==> src/rtl/ram_arb_pkg.sv <==
// ram_arb_pkg: shared state encoding and sizing helpers for ram_port_arbiter
package ram_arb_pkg;
  typedef enum logic [1:0] {ARB_IDLE, ARB_OWN0, ARB_OWN1} arb_state_e;
  localparam int DEFAULT_MAX_BURST = 4;
  function automatic int beat_cnt_width(input int max_burst);
    return $clog2(max_burst) + 1;
  endfunction
endpackage

==> src/rtl/ram_port_arbiter.sv <==
// ram_port_arbiter: round-robin, burst-bounded sharing of one sync-read RAM port between two requesters
module ram_port_arbiter
  import ram_arb_pkg::*;
#(
  parameter int AWIDTH    = 3,
  parameter int DWIDTH    = 32,
  parameter int MAX_BURST = DEFAULT_MAX_BURST
) (
  input  logic              clock,
  input  logic              reset,
  input  logic              req0,
  input  logic              req1,
  input  logic              we0,
  input  logic              we1,
  input  logic [AWIDTH-1:0] addr0,
  input  logic [AWIDTH-1:0] addr1,
  input  logic [DWIDTH-1:0] din0,
  input  logic [DWIDTH-1:0] din1,
  output logic              gnt0,
  output logic              gnt1,
  output logic              rvalid0,
  output logic              rvalid1,
  output logic [DWIDTH-1:0] rdata0,
  output logic [DWIDTH-1:0] rdata1,
  output logic [AWIDTH-1:0] ram_addr,
  output logic [DWIDTH-1:0] ram_din,
  output logic              ram_we,
  input  logic [DWIDTH-1:0] ram_dout
);
  localparam int BW = beat_cnt_width(MAX_BURST);
  localparam logic [BW-1:0] BEAT_MAX = BW'(MAX_BURST);
  arb_state_e state_q, state_d;
  logic rr_last_q, rr_last_d;
  logic [BW-1:0] beat_cnt_q, beat_cnt_d;
  logic rvalid0_q, rvalid0_d, rvalid1_q, rvalid1_d;
  logic full, pick0, same;
  // pick0 says whether requester 0 wins when it is requesting
  always_comb begin
    full = beat_cnt_q == BEAT_MAX;
    pick0 = state_q == ARB_IDLE ? (~req1 | rr_last_q) :
            state_q == ARB_OWN0 ? (~req1 | ~full) : (~req1 | full);
    gnt0 = ~reset & req0 & pick0;
    gnt1 = ~reset & req1 & ~(req0 & pick0);
    same = (gnt0 & state_q == ARB_OWN0) | (gnt1 & state_q == ARB_OWN1);
    state_d = gnt0 ? ARB_OWN0 : gnt1 ? ARB_OWN1 : ARB_IDLE;
    rr_last_d = gnt0 | gnt1 ? gnt1 : rr_last_q;
    beat_cnt_d = ~(gnt0 | gnt1) ? '0 : ~same ? BW'(1) : full ? beat_cnt_q : beat_cnt_q + 1'b1;
    rvalid0_d = gnt0 & ~we0;
    rvalid1_d = gnt1 & ~we1;
    ram_addr = gnt1 ? addr1 : addr0;
    ram_din = gnt1 ? din1 : din0;
    ram_we = gnt0 ? we0 : gnt1 & we1;
  end
  always_ff @(posedge clock) begin
    if (reset) begin
      state_q <= ARB_IDLE;
      rr_last_q <= 1'b1;
      beat_cnt_q <= '0;
      rvalid0_q <= 1'b0;
      rvalid1_q <= 1'b0;
    end else begin
      state_q <= state_d;
      rr_last_q <= rr_last_d;
      beat_cnt_q <= beat_cnt_d;
      rvalid0_q <= rvalid0_d;
      rvalid1_q <= rvalid1_d;
    end
  end
  assign rvalid0 = rvalid0_q;
  assign rvalid1 = rvalid1_q;
  assign rdata0 = ram_dout;
  assign rdata1 = ram_dout;
endmodule

==> config.mk <==
export PLATFORM = sky130hd
export DESIGN_NAME = ram_port_arbiter
export DESIGN_NICKNAME = d
export VERILOG_FILES = /design/src/rtl/ram_arb_pkg.sv /design/src/rtl/ram_port_arbiter.sv
export SDC_FILE = /design/constraint.sdc
export NUM_CORES = 1
export LEC_CHECK = 0
export CORE_AREA = 2 2 83 85
export DETAILED_ROUTE_END_ITERATION = 8
export DIE_AREA = 0 0 85 87
export PLACE_DENSITY_LB_ADDON = 0.2
export REMOVE_ABC_BUFFERS = 1
export SYNTH_ARGS = -nofsm -noshare
export SYNTH_HDL_FRONTEND = slang
export SYNTH_SLANG_ARGS = --single-unit
export TNS_END_PERCENT = 30
==> constraint.sdc <==
create_clock -name clock -period 6.6 [get_ports clock]
set_clock_uncertainty 0.15 [all_clocks]
set_input_delay 1.32 -clock clock [delete_from_list [all_inputs] [get_ports clock]]
set_output_delay 1.32 -clock clock [all_outputs]
set_load 0.05 [all_outputs]
# Word-level counts from Yosys, hierarchy flattened
# Index checks and enable logic that the tools add are counted.
# Widths: inputs -> output; s select.
dict set report word_totals {
  reg_bits 8
  in_bits 108
  out_inout_bits 104
}
dict set report classes {
  add_sub_neg 1
  eq_ne 4
  muxes 9
  n_bitwise 23
  n_reduce_logical 4
}
# op count
set op_table {}
lappend op_table {{$mux 32} 1}
lappend op_table {{$and 1x1->1} 10}
lappend op_table {{$not 1->1} 8}
lappend op_table {{$mux 1} 6}
lappend op_table {{$or 1x1->1} 5}
lappend op_table {{$reduce_or 2->1} 2}
lappend op_table {{$add 3x1->3 const B} 1}
lappend op_table {{$eq 3x3->1 const B} 1}
lappend op_table {{$mux 3} 1}
lappend op_table {{$reduce_or 3->1} 1}
lappend op_table {{$eq 2x1->1 const B} 1}
lappend op_table {{$eq 2x2->1 const B} 1}
lappend op_table {{$logic_not 2->1} 1}
lappend op_table {{$mux 2} 1}
lappend op_table {{$ne 2x2->1 const B} 1}

# Depth between registers and ports, before layout
dict set report depth {
  word_depth 12
  ltp_mapped 7
  depth_no_buf 6
}

# Least setup slack after synthesis
# OpenSTA, ideal clock, no wires.
dict set report synth_timing {
  path_type {input to output}
  from {input port req1}
  to {output port ram_we}
  t_arrival_ns 3.003
  required_ns 5.130
  setup_slack_ns 2.127
  stages 3
  cell_sequence {nor4b_2 -> o41ai_4 -> o32ai_1}
}
dict set report synth_between {
  elab_chain_len 9
  word_cells_on_any_way 13
}
# item line_no
set synth_rtl {}
lappend synth_rtl {{start, declared} ram_port_arbiter.sv:12} ;# input logic req1,
lappend synth_rtl {{$not 1->1} {ram_port_arbiter.sv:40, ram_port_arbiter.sv:41}}
lappend synth_rtl {{$or 1x1->1} ram_port_arbiter.sv:41} ;# state_q == ARB_OWN0 ? (~req1 | ~full) : (~req1 | full);
lappend synth_rtl {{$mux 1} ram_port_arbiter.sv:41}
lappend synth_rtl {{$mux 1} ram_port_arbiter.sv:40} ;# pick0 = state_q == ARB_IDLE ? (~req1 | rr_last_q) :
lappend synth_rtl {{$and 1x1->1} ram_port_arbiter.sv:43} ;# gnt1 = ~reset & req1 & ~(req0 & pick0);
lappend synth_rtl {{$not 1->1} ram_port_arbiter.sv:43}
lappend synth_rtl {{$and 1x1->1} ram_port_arbiter.sv:43}
lappend synth_rtl {{$and 1x1->1} ram_port_arbiter.sv:52} ;# ram_we = gnt0 ? we0 : gnt1 & we1;
lappend synth_rtl {{$mux 1 *} ram_port_arbiter.sv:52}
lappend synth_rtl {{end, declared} ram_port_arbiter.sv:27} ;# output logic ram_we,
# Every way passes the cells marked *; elsewhere a longest branch is shown, timed or not.

# Worst setup path in the final report
dict set report layout_timing {
  from {input port req1}
  to {output port ram_din[31]}
}
dict set report layout_between {
  elab_chain_len 8
  word_cells_on_any_way 11
}
# item line_no
set layout_rtl {}
lappend layout_rtl {{$not 1->1} {ram_port_arbiter.sv:40, ram_port_arbiter.sv:41}}
lappend layout_rtl {{$or 1x1->1} ram_port_arbiter.sv:41}
lappend layout_rtl {{$mux 1} ram_port_arbiter.sv:41}
lappend layout_rtl {{$mux 1} ram_port_arbiter.sv:40}
lappend layout_rtl {{$and 1x1->1} ram_port_arbiter.sv:43}
lappend layout_rtl {{$not 1->1} ram_port_arbiter.sv:43}
lappend layout_rtl {{$and 1x1->1 *} ram_port_arbiter.sv:43}
lappend layout_rtl {{$mux 32 *} ram_port_arbiter.sv:51} ;# ram_din = gnt1 ? din1 : din0;
lappend layout_rtl {{end, declared} ram_port_arbiter.sv:26} ;# output logic [DWIDTH-1:0] ram_din,
# Marked as above.

==> summary.md <==
| Metric | Value |
|---|---|
| Status | `finished, final reports clean` |
| 1st-pass router iterations | `4` |
| Core footprint | `~6600 um^2` |
| Avg WL per Cell | `between 20 and 25 um` |
| IO Pins | `between 200 and 250` |
| Most common cell after layout, fill and taps aside | `clkdlybuf4s50_1` |
| Share of the synthesized area in the top cell type | `about a third` |
| Worst Path Max Fanout | `36` |
| Via Count | `between 1000 and 1500` |
| CTS tree | `done` |
| Final-report max-slew violation count | `0` |
| Vias in the first global route | `roughly 1300` |
| Hold Fails Final Rpt | `0` |
| Place WS | `between 0.8 and 0.9 ns` |
| Crit Path Category | `input port to primary output` |
| RSZ-0062 raised after global routing | `false` |
| Register area | `160 um^2` |
| Fillers | `660` |
| H-tree Lvls | `1` |
| Post-synth ARST share | `0%` |
| Worst IR drop on VDD | `slightly below 0.1 mV` |
| Largest net degree at the start of global routing | `37` |
| Clock Latency Late Sink | `~0.24 ns` |
| Final min period | `5.71 ns` |
| Die outline width | `~85 um` |
| Initial core utilization | `around 23%` |
| Clk Tree Root Cell | `clkbuf_8` |
| Register area share after synthesis | `about a tenth` |
| Worst endpoint data arrival time | `~4.2 ns` |
| GP Congestion | `just under 0.8` |
| Hold WS | `about 0.40 ns` |
| Cell Rows | `30` |
| Flops & latches, synth | `8` |
| # clock sinks | `8` |
| Placement Cell Area | `between 2000 and 2500 um^2` |
| Post-synthesis instance area | `1510 um^2` |
| DIE HEIGHT | `~87 um` |
| Post CTS Setup Buffer Count | `0` |
| Routed WL | `~6400 um` |
| Slew headroom | `60.1%` |
| CP startpoint kind | `input port` |
| Post-Syn Area per Cell | `between 9 and 10 um^2` |
| Share of layout cells above drive strength 1 | `21.1%` |
| Post-synth EDFFs | `0` |
| Top FF cell, synth | `dfxtp_1` |
| Setup crit end kind | `primary output` |
| Die area | `approximately 7400 um^2` |
| Overall routing resource usage | `approximately 16%` |
| Multi-input gate area | `between 700 and 800 um^2` |
| Post-synth top area cell | `buf_4` |
| PD cells | `approximately 140 nW/um^2` |
| Initial DRC count | `23` |
| Worst setup margin | `0.888 ns` |
| First-pass GRT wire length | `roughly 8600 um` |
| Worst EP required | `just over 5 ns` |
| Hold_buf cts | `0` |
| Post-route DRC | `0` |
| Initial antenna violation count | `0` |
| Max Cap Viol | `0` |
| IO buf count | `115` |
| Cell count after synthesis | `between 150 and 200` |
| Hold WC Path Type | `flip-flop to flip-flop` |
| GRT overflow | `0` |
| CTS clock-pin slew for the worst setup and hold paths | `0.05 ns` |
| Finished Cell Area | `approximately 2300 um^2` |
| Leak pwr | `approximately 0.89 nW` |
| Most frequent cells in the layout | `115 x clkdlybuf4s50_1, 29 x mux2_4, 8 x dfxtp_1, 6 x mux2_2` |
| Area growth syn-to-layout | `50.0%` |
| Synthesis Warnings | `0` |
| Antenna diodes | `0` |
| Max Clk Rate | `~0.18 GHz` |
| HPWL Detailed | `5870 um` |
| Hold depth | `2` |
| Worst reg-to-reg path cell count | `6` |
| Setup violators final | `0` |
| NumNets Final | `316` |
| Routed vias/inst | `4.52` |
| Part of the cycle the worst path needs | `between 80% and 90%` |
| Top cells by area, synth | `buf_4 32%, mux2_4 29%, dfxtp_1 11%` |
| Clk buf depth | `2` |
| Setup TNS | `0 ns` |
| Netlist cell types | `30` |
| # resized after CTS | `0` |
| Num CTS Buffers | `3` |
| Slew @ Worst Pin | `0.599 ns` |
| Antenna-violating nets left | `0` |
-- state kept, by name, indices dropped and copies added (netlist names) --
| name | count |
|---|---|
| rvalid1 | 1 |
| beat_cnt_q | 3 |
| rr_last_q | 1 |
| state_q | 2 |
| rvalid0 | 1 |
-- area by class of cell --
cell class,instances,area share (%)
Timing Repair Buffer,116,51.1
Tap cell,80,4.42
Sequential cell,8,7.06
Clock buffer,3,1.82
Inverter,5,0.828
Multi-Input combinational cell,72,34.8
-- critical path: stages --
cell and delay, ns:
clkdlybuf4s50_1 0.64, nor4b_2 0.38, o41ai_4 0.16, nor2_4 0.10, buf_4 0.50, mux2_2 0.40, clkdlybuf4s50_1 0.70
-- kinds of logic (layout without fill, tap and decap cells) --
| group | count (synthesis) | count (layout) | synth area share (%) |
|---|---|---|---|
| AND/OR/NAND/NOR | 22 | 22 | 9.52 |
| buffers and inverters | 73 | 124 | 37.3 |
| multiplexers | 36 | 36 | 33.9 |
| flip-flops | 8 | 8 | 10.6 |
| XOR/XNOR | 1 | 1 | 0.580 |
| AO/OA/AOI/OAI | 11 | 11 | 6.46 |
| adder cells (fa/ha/maj) | 2 | 2 | 1.66 |
-- stage by stage --
step	power (mW)	instances	util [%]
final	0.313	284	34.5
after global routing	0.328	284	34.5
after CTS	0.317	284	34.5
after detailed placement	0.256	281	33.9
after global placement	0.255	281	33.9
after floorplan	0.168	85	-
-- routing by layer --
metal / global-route usage [%] / vias to the layer above / part of all wire, %
met5: 6.99 / - / 0.64
met4: 4.33 / 2 / 1.3
met3: 18.0 / 8 / 25
met2: 27.0 / 157 / 47
met1: 12.2 / 555 / 26
li1: - / 561 / -
-- synth_stat cells (all sizes together) (2+ instances only) --
library cell	n
inv	5
ha	2
o21ai	3
nor2	6
and3b	2
dfxtp	8
mux2	35
buf	67
nor3	5
nand2b	3
-- final timing paths --
check	endpoint	start	slack (ns)
min reg2reg	rr_last_q	rr_last_q	0.40
min	rr_last_q	rr_last_q	0.40
max	ram_din[31]	req1	0.89
max reg2reg	rvalid0	beat_cnt_q[0]	4.82
-- power breakdown --
group	internal [mW]	leakage (nW)	switching (mW)
combinational	0.0992	0.806	0.100
clock	0.0396	0.0216	0.0206
sequential	0.0511	0.0658	0.00241
total	0.190	0.893	0.123
No activity file was read; power rests on OpenSTA's default activity.
